[src/rtl/def_cpu.sv]
// Shared types for the memory bus arbiter.
//   arb_state_t : arbiter FSM states
//   arb_owner_t : which requester owns the current downstream transaction
//   mem_req_t   : registered downstream request (write enable, address, data, strobes)
// The struct is sized by the package widths; the arbiter's width parameters default to them.
package def_cpu;

  localparam int unsigned ArbAddrW = 64;
  localparam int unsigned ArbDataW = 64;
  localparam int unsigned ArbStrbW = ArbDataW / 8;

  typedef enum logic [1:0] {
    IDLE,
    REQ,
    WAIT
  } arb_state_t;

  typedef enum logic {
    OWN_I,
    OWN_D
  } arb_owner_t;

  typedef struct packed {
    logic                we;
    logic [ArbAddrW-1:0] addr;
    logic [ArbDataW-1:0] wdata;
    logic [ArbStrbW-1:0] wstrb;
  } mem_req_t;

endpackage

[src/rtl/arb_streak_cnt.sv]
// Saturating counter of consecutive load/store grants made while a fetch is waiting.
// Ports:
//   clk, rst : clock, asynchronous active-high reset
//   inc_i    : count one more D grant (saturates at MAX)
//   clr_i    : clear the count; wins over inc_i
//   sat_o    : count has reached MAX, so the waiting fetch must win next
module arb_streak_cnt #(
  parameter int unsigned MAX  = 4,
  parameter int unsigned CntW = $clog2(MAX + 1)
) (
  input  logic clk,
  input  logic rst,
  input  logic inc_i,
  input  logic clr_i,
  output logic sat_o
);

  logic [CntW-1:0] cnt_q, cnt_d;

  assign sat_o = (cnt_q == CntW'(MAX));

  always_comb begin
    cnt_d = cnt_q;
    if (clr_i) begin
      cnt_d = '0;
    end else if (inc_i && !sat_o) begin
      cnt_d = cnt_q + CntW'(1);
    end
  end

  always_ff @(posedge clk or posedge rst) begin
    if (rst) begin
      cnt_q <= '0;
    end else begin
      cnt_q <= cnt_d;
    end
  end

endmodule

[src/rtl/mem_bus_arbiter.sv]
// Shares one single-outstanding memory port between the fetch (I) and load/store (D) requesters.
// D has priority; after MAX_D_STREAK consecutive D grants with a fetch waiting, the fetch wins.
// A fetch can be aborted while in flight: the downstream transaction completes, i_ready is dropped.
// Ports:
//   clk, rst                      : clock, asynchronous active-high reset
//   i_req/i_addr/i_abort          : fetch request, address, front-end flush
//   i_ready_o/i_rdata_o           : 1-cycle fetch completion pulse and data
//   d_req/d_we/d_addr/d_wdata/d_wstrb : load/store request
//   d_ready_o/d_rdata_o           : 1-cycle load data / store ack pulse and data
//   mem_req/we/addr/wdata/wstrb_o : downstream request, held until mem_gnt_i
//   mem_gnt_i, mem_rvalid_i, mem_rdata_i : downstream accept and response
module mem_bus_arbiter
  import def_cpu::*;
#(
  parameter int unsigned ADDR_W       = ArbAddrW,
  parameter int unsigned DATA_W       = ArbDataW,
  parameter int unsigned MAX_D_STREAK = 4
) (
  input  logic                clk,
  input  logic                rst,
  input  logic                i_req_i,
  input  logic [ADDR_W-1:0]   i_addr_i,
  input  logic                i_abort_i,
  output logic                i_ready_o,
  output logic [DATA_W-1:0]   i_rdata_o,
  input  logic                d_req_i,
  input  logic                d_we_i,
  input  logic [ADDR_W-1:0]   d_addr_i,
  input  logic [DATA_W-1:0]   d_wdata_i,
  input  logic [DATA_W/8-1:0] d_wstrb_i,
  output logic                d_ready_o,
  output logic [DATA_W-1:0]   d_rdata_o,
  output logic                mem_req_o,
  output logic                mem_we_o,
  output logic [ADDR_W-1:0]   mem_addr_o,
  output logic [DATA_W-1:0]   mem_wdata_o,
  output logic [DATA_W/8-1:0] mem_wstrb_o,
  input  logic                mem_gnt_i,
  input  logic                mem_rvalid_i,
  input  logic [DATA_W-1:0]   mem_rdata_i
);

  arb_state_t  state_q, state_d;
  arb_owner_t  owner_q, owner_d;
  mem_req_t    req_q, req_d;
  logic        abort_pend_q, abort_pend_d;
  logic        i_ready_q, i_ready_d;
  logic        d_ready_q, d_ready_d;
  logic [DATA_W-1:0] i_rdata_q, i_rdata_d;
  logic [DATA_W-1:0] d_rdata_q, d_rdata_d;

  logic streak_sat;
  logic streak_inc;
  logic streak_clr;
  logic grant_i;

  arb_streak_cnt #(
    .MAX (MAX_D_STREAK)
  ) u_streak (
    .clk   (clk),
    .rst   (rst),
    .inc_i (streak_inc),
    .clr_i (streak_clr),
    .sat_o (streak_sat)
  );

  // Fetch wins only when alone, or when D has used up its streak allowance.
  assign grant_i = i_req_i && (!d_req_i || streak_sat);

  always_comb begin
    state_d      = state_q;
    owner_d      = owner_q;
    req_d        = req_q;
    abort_pend_d = abort_pend_q;
    i_ready_d    = 1'b0;
    d_ready_d    = 1'b0;
    i_rdata_d    = i_rdata_q;
    d_rdata_d    = d_rdata_q;
    streak_inc   = 1'b0;
    streak_clr   = !i_req_i;

    unique case (state_q)
      IDLE: begin
        if (i_req_i || d_req_i) begin
          state_d      = REQ;
          abort_pend_d = 1'b0;
          if (grant_i) begin
            owner_d     = OWN_I;
            req_d.we    = 1'b0;
            req_d.addr  = i_addr_i;
            req_d.wdata = '0;
            req_d.wstrb = '0;
            streak_clr  = 1'b1;
          end else begin
            owner_d     = OWN_D;
            req_d.we    = d_we_i;
            req_d.addr  = d_addr_i;
            req_d.wdata = d_wdata_i;
            req_d.wstrb = d_we_i ? d_wstrb_i : '0;
            streak_inc  = i_req_i;
          end
        end
      end
      REQ: begin
        if (i_abort_i && (owner_q == OWN_I)) begin
          abort_pend_d = 1'b1;
        end
        if (mem_gnt_i) begin
          state_d = WAIT;
        end
      end
      WAIT: begin
        if (mem_rvalid_i) begin
          state_d      = IDLE;
          abort_pend_d = 1'b0;
          if (owner_q == OWN_D) begin
            d_ready_d = 1'b1;
            d_rdata_d = mem_rdata_i;
          end else if (!(abort_pend_q || i_abort_i)) begin
            // An abort arriving with the response still drops it.
            i_ready_d = 1'b1;
            i_rdata_d = mem_rdata_i;
          end
        end else if (i_abort_i && (owner_q == OWN_I)) begin
          abort_pend_d = 1'b1;
        end
      end
      default: begin
        state_d = IDLE;
      end
    endcase
  end

  always_ff @(posedge clk or posedge rst) begin
    if (rst) begin
      state_q      <= IDLE;
      owner_q      <= OWN_I;
      req_q        <= '0;
      abort_pend_q <= 1'b0;
      i_ready_q    <= 1'b0;
      d_ready_q    <= 1'b0;
      i_rdata_q    <= '0;
      d_rdata_q    <= '0;
    end else begin
      state_q      <= state_d;
      owner_q      <= owner_d;
      req_q        <= req_d;
      abort_pend_q <= abort_pend_d;
      i_ready_q    <= i_ready_d;
      d_ready_q    <= d_ready_d;
      i_rdata_q    <= i_rdata_d;
      d_rdata_q    <= d_rdata_d;
    end
  end

  assign mem_req_o   = (state_q == REQ);
  assign mem_we_o    = req_q.we;
  assign mem_addr_o  = req_q.addr;
  assign mem_wdata_o = req_q.wdata;
  assign mem_wstrb_o = req_q.wstrb;
  assign i_ready_o   = i_ready_q;
  assign i_rdata_o   = i_rdata_q;
  assign d_ready_o   = d_ready_q;
  assign d_rdata_o   = d_rdata_q;

endmodule

[config.mk]
export PLATFORM = sky130hd
export DESIGN_NAME = mem_bus_arbiter
export DESIGN_NICKNAME = d
export VERILOG_FILES = /design/src/rtl/def_cpu.sv /design/src/rtl/arb_streak_cnt.sv /design/src/rtl/mem_bus_arbiter.sv
export SDC_FILE = /design/constraint.sdc
export NUM_CORES = 1
export LEC_CHECK = 0
export BUFFER_PORTS_ARGS = -buffer_cell sky130_fd_sc_hd__buf_2
export CORE_AREA = 2 2 214 216
export DETAILED_ROUTE_END_ITERATION = 8
export DIE_AREA = 0 0 216 218
export HOLD_SLACK_MARGIN = 0.03
export SLEW_MARGIN = 30
export SYNTH_ARGS = -nofsm -noshare
export SYNTH_HDL_FRONTEND = slang
export SYNTH_HIERARCHICAL = 1
export SYNTH_SLANG_ARGS = --single-unit
[constraint.sdc]
create_clock -name clk -period 10.9 [get_ports clk]
set_clock_uncertainty 0.2 [all_clocks]
set_input_delay 1.09 -clock clk [delete_from_list [all_inputs] [get_ports clk]]
set_output_delay 1.09 -clock clk [all_outputs]
set_load 0.05 [all_outputs]
==> results.toml, run 1 <==
[logic_synthesis]
synthesis.area_um2 = 11110
postSynthCellCount = 856
avgSynthCellArea_um2 = 12.98
synth_flop_cell = "dfrtp_1"
ys_ff_latch = 274
yosysTopAreaCell = "dfrtp_1"
ys_seq_area_share_pct = 61.69
synthArstFlopShare_pct = 100.0
yosys_warnings = 6
ys_top_cells_by_area = "dfrtp_1 (62%), mux2_2 (8.1%), mux2_4 (6.8%), a22o_1 (5.1%), a31oi_1 (3.6%)"
syn_nets = 1134
synth_edf_count = 0
synth_top_area_share_pct = 61.69
synth_cell_types = 32

[clock_network]
htree_num_levels = 1
tritoncts_num_sinks = 274
cts_setup_buffers = 0
ctsHoldBuffers = 0
cts-root-buf = "clkbuf_16"
tritoncts.num_buffers = 31
clk_pin_slew_worst_paths_ns = 0.06
cts_resized = 0
cts_tree = "built"
ctsLongestPathBuffers = 3
worst_skew_pair.late_latency_ns = 0.58

[sta]
setup_tns_ns = 0
rsz0062_at_grt = "false"
worst_pin_slew_ns = 0.9358
slew_viol_final = 0
slew_headroom_pct = 37.62
fin_crit_ns = 3.288
finalCritPeriodShare_pct = 30.16
clock.fmax_mhz = 304.1
setup_viol = 0
hold_viol = 0

[power]
peakVddDrop_mv = 0.2133
p_comb_share_pct = 52.3
power.density_nw_per_um2 = 390.9
p_int_mw = 3.031
power_frac_seq_pct = 28.8
clkPwrFrac_pct = 18.9
switching_share_pct = 50.14
p_leak_nw = 7.924
p_sw_mw = 3.048

[grt]
grt_pass1_vias = 9279
grt_pass1_wl_mm = 53.51
grt_max_degree = 110
track_usage_pct = 14.27
antenna_found_initial = 3
grt_overflow_total = 0

[cells_and_area]
final_common_cell = "buf_2"
register_area_um2 = 6857
synthToLayoutAreaGrowth_pct = 39.93
finalNetCount = 1646
final_cell_mix = "buf_2 (539), dfrtp_1 (274), mux2_2 (80), a21oi_1 (66)"
drive_gt1_share_pct = 53.55
multi_input_area_um2 = 3920
post-route-util_pct = 34.64
fillers = 4515

[routing]
vias = 9281
drt_pass1_iterations = 5
final_antenna_net_count = 0
drt-wirelength-per-cell_um = 17.82
drc = 0
drt_iter0_drc = 504
routed_wl_mm = 35.54
via_per_inst = 4.652

[status]
status = "completed"

[worst_setup_path]
critical_path_arrival_ns = 3.60
cp-start-kind = "primary input"
cp_max_fo = 85
required_ns = 11.21
cp-end-kind = "register"
critPathKind = "in2reg"

[die]
io_pins = 540
rows = 78
start_util_pct = 24.76
die-height_um = 218
die-area_um2 = 47090
core_um2 = 44890
fp.dieW_um = 216

[flow_run]
cap_violations = 0

[hold_path]
hold_path.class = "reg2reg"

[placement]
place.gp.congestion = 0.8421
portBuffers = 539
place_hpwl_mm = 24.82
-- critical path: stages --
cell and delay [ns]:
buf_2 0.09, buf_4 0.36, o21ai_4 0.30, buf_4 0.53, buf_4 0.82, a22o_1 0.27
-- routing by layer --
metal / vias up / part of all wire [%] / track usage, %
li1: 4151 / - / -
met1: 4597 / 41 / 18.13
met2: 462 / 48 / 23.80
met3: 69 / 8.5 / 3.291
met4: 2 / 3.0 / 5.091
met5: - / 0.037 / 0
-- per-stage QoR --
step	power [mW]	setup WS (ns)	instance area (um^2)	std cells	hold slack (ns)
after floorplan	4.147	2.143	11110	856	0.2932
after global placement	4.914	6.683	14350	1933	0.2719
after detailed placement	4.961	7.010	14410	1935	0.2757
after CTS	6.144	7.680	15550	1993	0.2539
after global routing	6.360	7.474	15550	1994	0.2720
final	6.079	7.612	15550	1995	0.2828
-- final timing paths --
path,from,end,slack (ns),depth (start not counted)
max reg2reg,state_q[1],mem_wdata_o[7],8.05,7
max in group asynchronous,rst,mem_wdata_o[8],8.03,4
min reg2reg,mem_wstrb_o[5],mem_wstrb_o[5],0.28,1
min in group asynchronous,rst,u_streak/cnt_q[2],0.31,2
min,mem_wstrb_o[5],mem_wstrb_o[5],0.28,1
max,i_req_i,mem_wdata_o[7],7.61,6
-- registers in the layout, summed over array words and instances (netlist names), 2 cells and up --
name            cells
i_rdata_o          64
d_rdata_o          64
mem_wdata_o        64
u_streak/cnt_q      3
state_q             2
mem_addr_o         64
mem_wstrb_o         8
-- layout make-up --
type	count	area share, %
diodes	2	0.03218
repair buffers	552	18.23
well taps	600	4.827
clock inverters	20	1.979
flip-flops and latches	274	44.09
clock buffers	38	5.350
multi-input cells	499	25.21
inverters	10	0.2896
-- cell usage after synthesis, types with 2 or more instances --
library cell,number
a21oi_1,66
a22o_1,65
a31oi_1,64
a32o_1,8
buf_1,3
buf_2,19
buf_6,6
clkbuf_1,45
dfrtp_1,274
ha_1,6
inv_1,10
mux2_2,80
mux2_4,50
nand2_1,4
nand2b_1,4
nand3_1,2
nor2_1,65
nor2b_1,4
nor3_1,3
nor3b_1,2
o21ai_0,65
-- power groups by stage --
stage,Sequential (mW),Clock (mW),Combinational [mW]
6_report,1.75,1.15,3.18
5_1_grt,1.80,1.23,3.33
4_1_cts,1.75,1.19,3.21
3_5_place_dp,1.76,0,3.21
3_3_place_gp,1.75,0,3.17
2_1_floorplan,3.37,0,0.778
-- kinds of logic after synthesis --
| logic type | count (synthesis) | synth area share [%] |
|---|---|---|
| compound gates | 275 | 15.87 |
| simple gates | 87 | 3.388 |
| flops | 274 | 61.69 |
| buf+inv | 83 | 3.422 |
| fa+ha+maj | 6 | 0.6754 |
| mux | 131 | 14.95 |
(Power assumes the default switching activity.)
==> inputs of run 2 (changes only) <==
clock period = 3.45 ns   (was 10.9 ns; I/O delays follow)
==> run 2 against run 1 <==
  * Die area unchanged
  * Cell count rose by 14%
  * Non-clock buffer count up 286
  * Design area is 18% higher
  * Wire length increased by 13%
  * Critical endpoint is now mem_wstrb_o[0]
  * Highest routed layer unchanged
==> results.toml, run 2 (synthesized netlist as in run 1, its figures left out) <==
[sta]
worst_pin_slew_ns = 0.7978
rsz0062_at_grt = "false"
finalCritPeriodShare_pct = 93.56
clock.fmax_mhz = 309.8
slew_headroom_pct = 46.81
hold_viol = 0
setup_viol = 0
slew_viol_final = 0
fin_ws_ns = 0.2223
setup_tns_ns = 0
fin_crit_ns = 3.228
holdWs_ns = 0.05007

[cells_and_area]
drive_gt1_share_pct = 44.57
multi_input_area_um2 = 3920
finalNetCount = 1931
synthToLayoutAreaGrowth_pct = 64.56
fin_cells = 2278
final_cell_mix = "buf_2 (539), dlygate4sd3_1 (277), dfrtp_1 (274), mux2_2 (80), a21oi_1 (66)"
post-route-util_pct = 40.74
final_common_cell = "buf_2"
register_area_um2 = 6857
fillers = 4140
design_area_um2 = 18290

[placement]
portBuffers = 539
place_hpwl_mm = 24.86
dp_slack_ns = 0.8157
dpl.cell_count = 1943
dpl-instance-area_um2 = 14490
place.gp.congestion = 0.7920

[hold_path]
hold_path.class = "in2reg"
hold_depth = 3

[worst_setup_path]
critical_path_arrival_ns = 3.53
worstRegToRegCells = 8
rrSetupSlack_ns = 0.22
crit_path_start = "u_streak/cnt_q[0]"
endpoint = "mem_wstrb_o[0]"
required_ns = 3.75
cp-end-kind = "register"
reg2reg_from = "u_streak/cnt_q[0]"
cp_max_fo = 73
rr_endpoint = "mem_wstrb_o[0]"
critPathKind = "reg2reg"
cp-start-kind = "register"

[routing]
routed_wl_mm = 40.23
drt-wirelength-per-cell_um = 17.66
drt_pass1_iterations = 7
via_per_inst = 4.579
drt_iter0_drc = 593
vias = 10430
drc = 0
final_antenna_net_count = 0

[die]
fp.dieW_um = 216
die-height_um = 218
rows = 78
start_util_pct = 24.76
die-area_um2 = 47090
io_pins = 540
core_um2 = 44890

[clock_network]
cts-root-buf = "clkbuf_16"
cts_setup_buffers = 0
ctsLongestPathBuffers = 3
ctsHoldBuffers = 277
cts_tree = "built"
tritoncts.num_buffers = 30
cts_resized = 0
htree_num_levels = 1
worst_skew_pair.late_latency_ns = 0.57
tritoncts_num_sinks = 274
clk_pin_slew_worst_paths_ns = 0.06

[power]
power.density_nw_per_um2 = 1091
p_total_mw = 19.96
p_leak_nw = 9.040
peakVddDrop_mv = 0.7117

[flow_run]
cap_violations = 0

[grt]
track_usage_pct = 16.10
grt_pass1_vias = 10990
antenna_found_initial = 4
grt_max_degree = 164
grt_overflow_total = 0
grt_pass1_wl_mm = 60.80

[status]
status = "completed"
run 2: worst min-delay path by stage:
stage,startpoint,endpoint,slack [ns]
finish,d_req_i,owner_q,0.05
global route,d_req_i,owner_q,0.05
CTS,d_req_i,owner_q,0.04
detailed placement,rst,u_streak/cnt_q[1],0.09
global placement,rst,u_streak/cnt_q[2],0.09
floorplan,rst,u_streak/cnt_q[0],-0.10
run 2: final cells by class:
type | instances | share of cell area (%)
inverter | 10 | 0.2257
timing repair buffer | 838 | 31.26
tap | 600 | 4.105
clock inverter | 8 | 0.5678
sequential | 274 | 37.49
clock buffer | 47 | 4.891
multi-input combinational | 499 | 21.43
antenna | 2 | 0.02736
run 2: report_power, final:
part | total, mW | switching, mW | internal, mW
sequential | 5.57 | 0.855 | 4.72
combinational | 11.1 | 7.71 | 3.43
clock | 3.25 | 1.33 | 1.92
total | 20.0 | 9.89 | 10.1
run 2: worst max-delay path, stage by stage, from the launching register on:
cell and delay, ns:
dfrtp_1 0.39, inv_1 0.07, ha_1 0.23, and2_1 0.21, nand2b_2 0.55, a21oi_4 0.33, buf_12 0.29, a32o_1 0.22
dlygate4sd3_1 0.56
run 2: routing by layer:
| layer | vias to the layer above | wire length [um] | track usage [%] |
|---|---|---|---|
| li1 | 4709 | - | - |
| met1 | 5099 | 15590 | 18.76 |
| met2 | 531 | 20240 | 28.60 |
| met3 | 90 | 3097 | 3.724 |
| met4 | 2 | 1287 | 6.393 |
| met5 | - | 13 | 0 |
==> inputs of run 3 (changes only) <==
CELL_PAD_IN_SITES_DETAIL_PLACEMENT = 2   (was unset)
CELL_PAD_IN_SITES_GLOBAL_PLACEMENT = 2   (was unset)
CORE_AREA = 2 2 209 211   (was 2 2 214 216)
DIE_AREA = 0 0 211 213   (was 0 0 216 218)
PLACE_DENSITY = 0.82   (was unset)
==> run 3 against run 2 <==
  * Clock-buffer cell count stayed put
  * Critical path depth did not move
  * Non-clock buffer count up 3
  * Utilization up 2.5 points
  * First-iteration DRC count decreased by 12%
  * Register-to-register slack got worse by 0.098 ns
  * Combinational power up 6%
  * Worst hold slack worse by 0.019 ns
  * Largest cell class unchanged
  * Critical endpoint is now mem_addr_o[61]
==> results.toml, run 3 (synthesized netlist as in run 1, its figures left out) <==
[placement]
place.gp.congestion = 0.8034
portBuffers = 539
dp_slack_ns = 0.8902
place_hpwl_mm = 31.27
dpl-instance-area_um2 = 14470

[routing]
drc = 0
drt-wirelength-per-cell_um = 26.13
routed_wl_mm = 58.38
via_per_inst = 4.976
final_antenna_net_count = 0
drt_pass1_iterations = 4
drt_iter0_drc = 521
vias = 11120

[grt]
grt_overflow_total = 0
antenna_found_initial = 6
track_usage_pct = 25.62
grt_pass1_vias = 13130
grt_pass1_wl_mm = 86.48
grt_max_degree = 87

[worst_setup_path]
cp-end-kind = "register"
required_ns = 3.70
cp_max_fo = 62
worstRegToRegCells = 8
critPathKind = "reg2reg"
critical_path_arrival_ns = 3.58
cp-start-kind = "register"

[status]
status = "completed"

[sta]
slew_viol_final = 0
finalCritPeriodShare_pct = 96.41
hold_viol = 0
clock.fmax_mhz = 300.6
worst_pin_slew_ns = 0.9729
rsz0062_at_grt = "false"
slew_headroom_pct = 35.14
fin_crit_ns = 3.326
fin_ws_ns = 0.1238
setup_viol = 0
setup_tns_ns = 0

[cells_and_area]
design_area_um2 = 18440
post-route-util_pct = 43.19
drive_gt1_share_pct = 45.03
synthToLayoutAreaGrowth_pct = 65.92
final_common_cell = "buf_2"
final_cell_mix = "buf_2 (539), dlygate4sd3_1 (276), dfrtp_1 (274), mux2_2 (80), a21oi_1 (66)"
finalNetCount = 1938

[power]
p_total_mw = 21.44
peakVddDrop_mv = 0.6144
p_leak_nw = 9.150
power.density_nw_per_um2 = 1163

[clock_network]
ctsHoldBuffers = 276
clk_pin_slew_worst_paths_ns = 0.06
cts_tree = "built"
ctsLongestPathBuffers = 3
tritoncts_num_sinks = 274
cts-root-buf = "clkbuf_16"
cts_resized = 0
tritoncts.num_buffers = 34
cts_setup_buffers = 0
htree_num_levels = 2
worst_skew_pair.late_latency_ns = 0.54

[die]
die-height_um = 213
core_um2 = 42700
die-area_um2 = 44940
io_pins = 540
fp.dieW_um = 211
rows = 76
start_util_pct = 26.03

[hold_path]
hold_path.class = "in2reg"
hold_depth = 3

[flow_run]
cap_violations = 0
==> run 3: per-stage QoR <==
stage | hold slack, ns | instances
floorplan | -0.1014 | 856
global placement | 0.08902 | 1893
detailed placement | 0.07933 | 1893
CTS | 0.03512 | 2226
global route | 0.03538 | 2231
finish | 0.03139 | 2234
==> run 3: final cells by class <==
class / count / area, um^2
Fill cell: 4279 / 24250
Sequential cell: 274 / 6857
Timing Repair Buffer: 841 / 5763
Multi-Input combinational cell: 499 / 3920
Clock buffer: 47 / 991.0
Tap cell: 546 / 683.2
Clock inverter: 10 / 168.9
Inverter: 10 / 41.29
Antenna cell: 7 / 17.52
==> run 3: metal layers <==
layer	track usage, %	up-vias	part of all wire (%)
met3	6.648	154	6.2
met5	0	-	0.022
met1	28.27	5715	38
met4	13.16	2	4.7
li1	-	4722	-
met2	45.47	523	51
==> run 3: worst max-delay path: stages, from the launching register on <==
cell and delay [ns]:
dfrtp_1 0.43, inv_1 0.09, ha_1 0.21, and2_1 0.25, nand2b_2 0.26, buf_4 0.61, a31oi_1 0.22, a21oi_1 0.27
dlygate4sd3_1 0.62
==> run 3: worst paths after layout <==
kind	startpoint	endpoint	slack [ns]
max in group asynchronous	rst	mem_wdata_o[43]	1.84
hold reg to reg	i_rdata_o[57]	i_rdata_o[57]	0.30
min in group asynchronous	rst	u_streak/cnt_q[2]	0.12
setup reg to reg	u_streak/cnt_q[0]	mem_addr_o[61]	0.12
hold / removal	i_addr_i[25]	mem_addr_o[25]	0.03
setup / recovery	u_streak/cnt_q[0]	mem_addr_o[61]	0.12
==> run 3: power by group <==
group / switching, mW / leakage [nW] / internal [mW] / total [mW]
registers: 1.12 / 3.37 / 4.72 / 5.84
logic: 8.32 / 5.20 / 3.45 / 11.8
clock network: 1.52 / 0.574 / 2.31 / 3.83
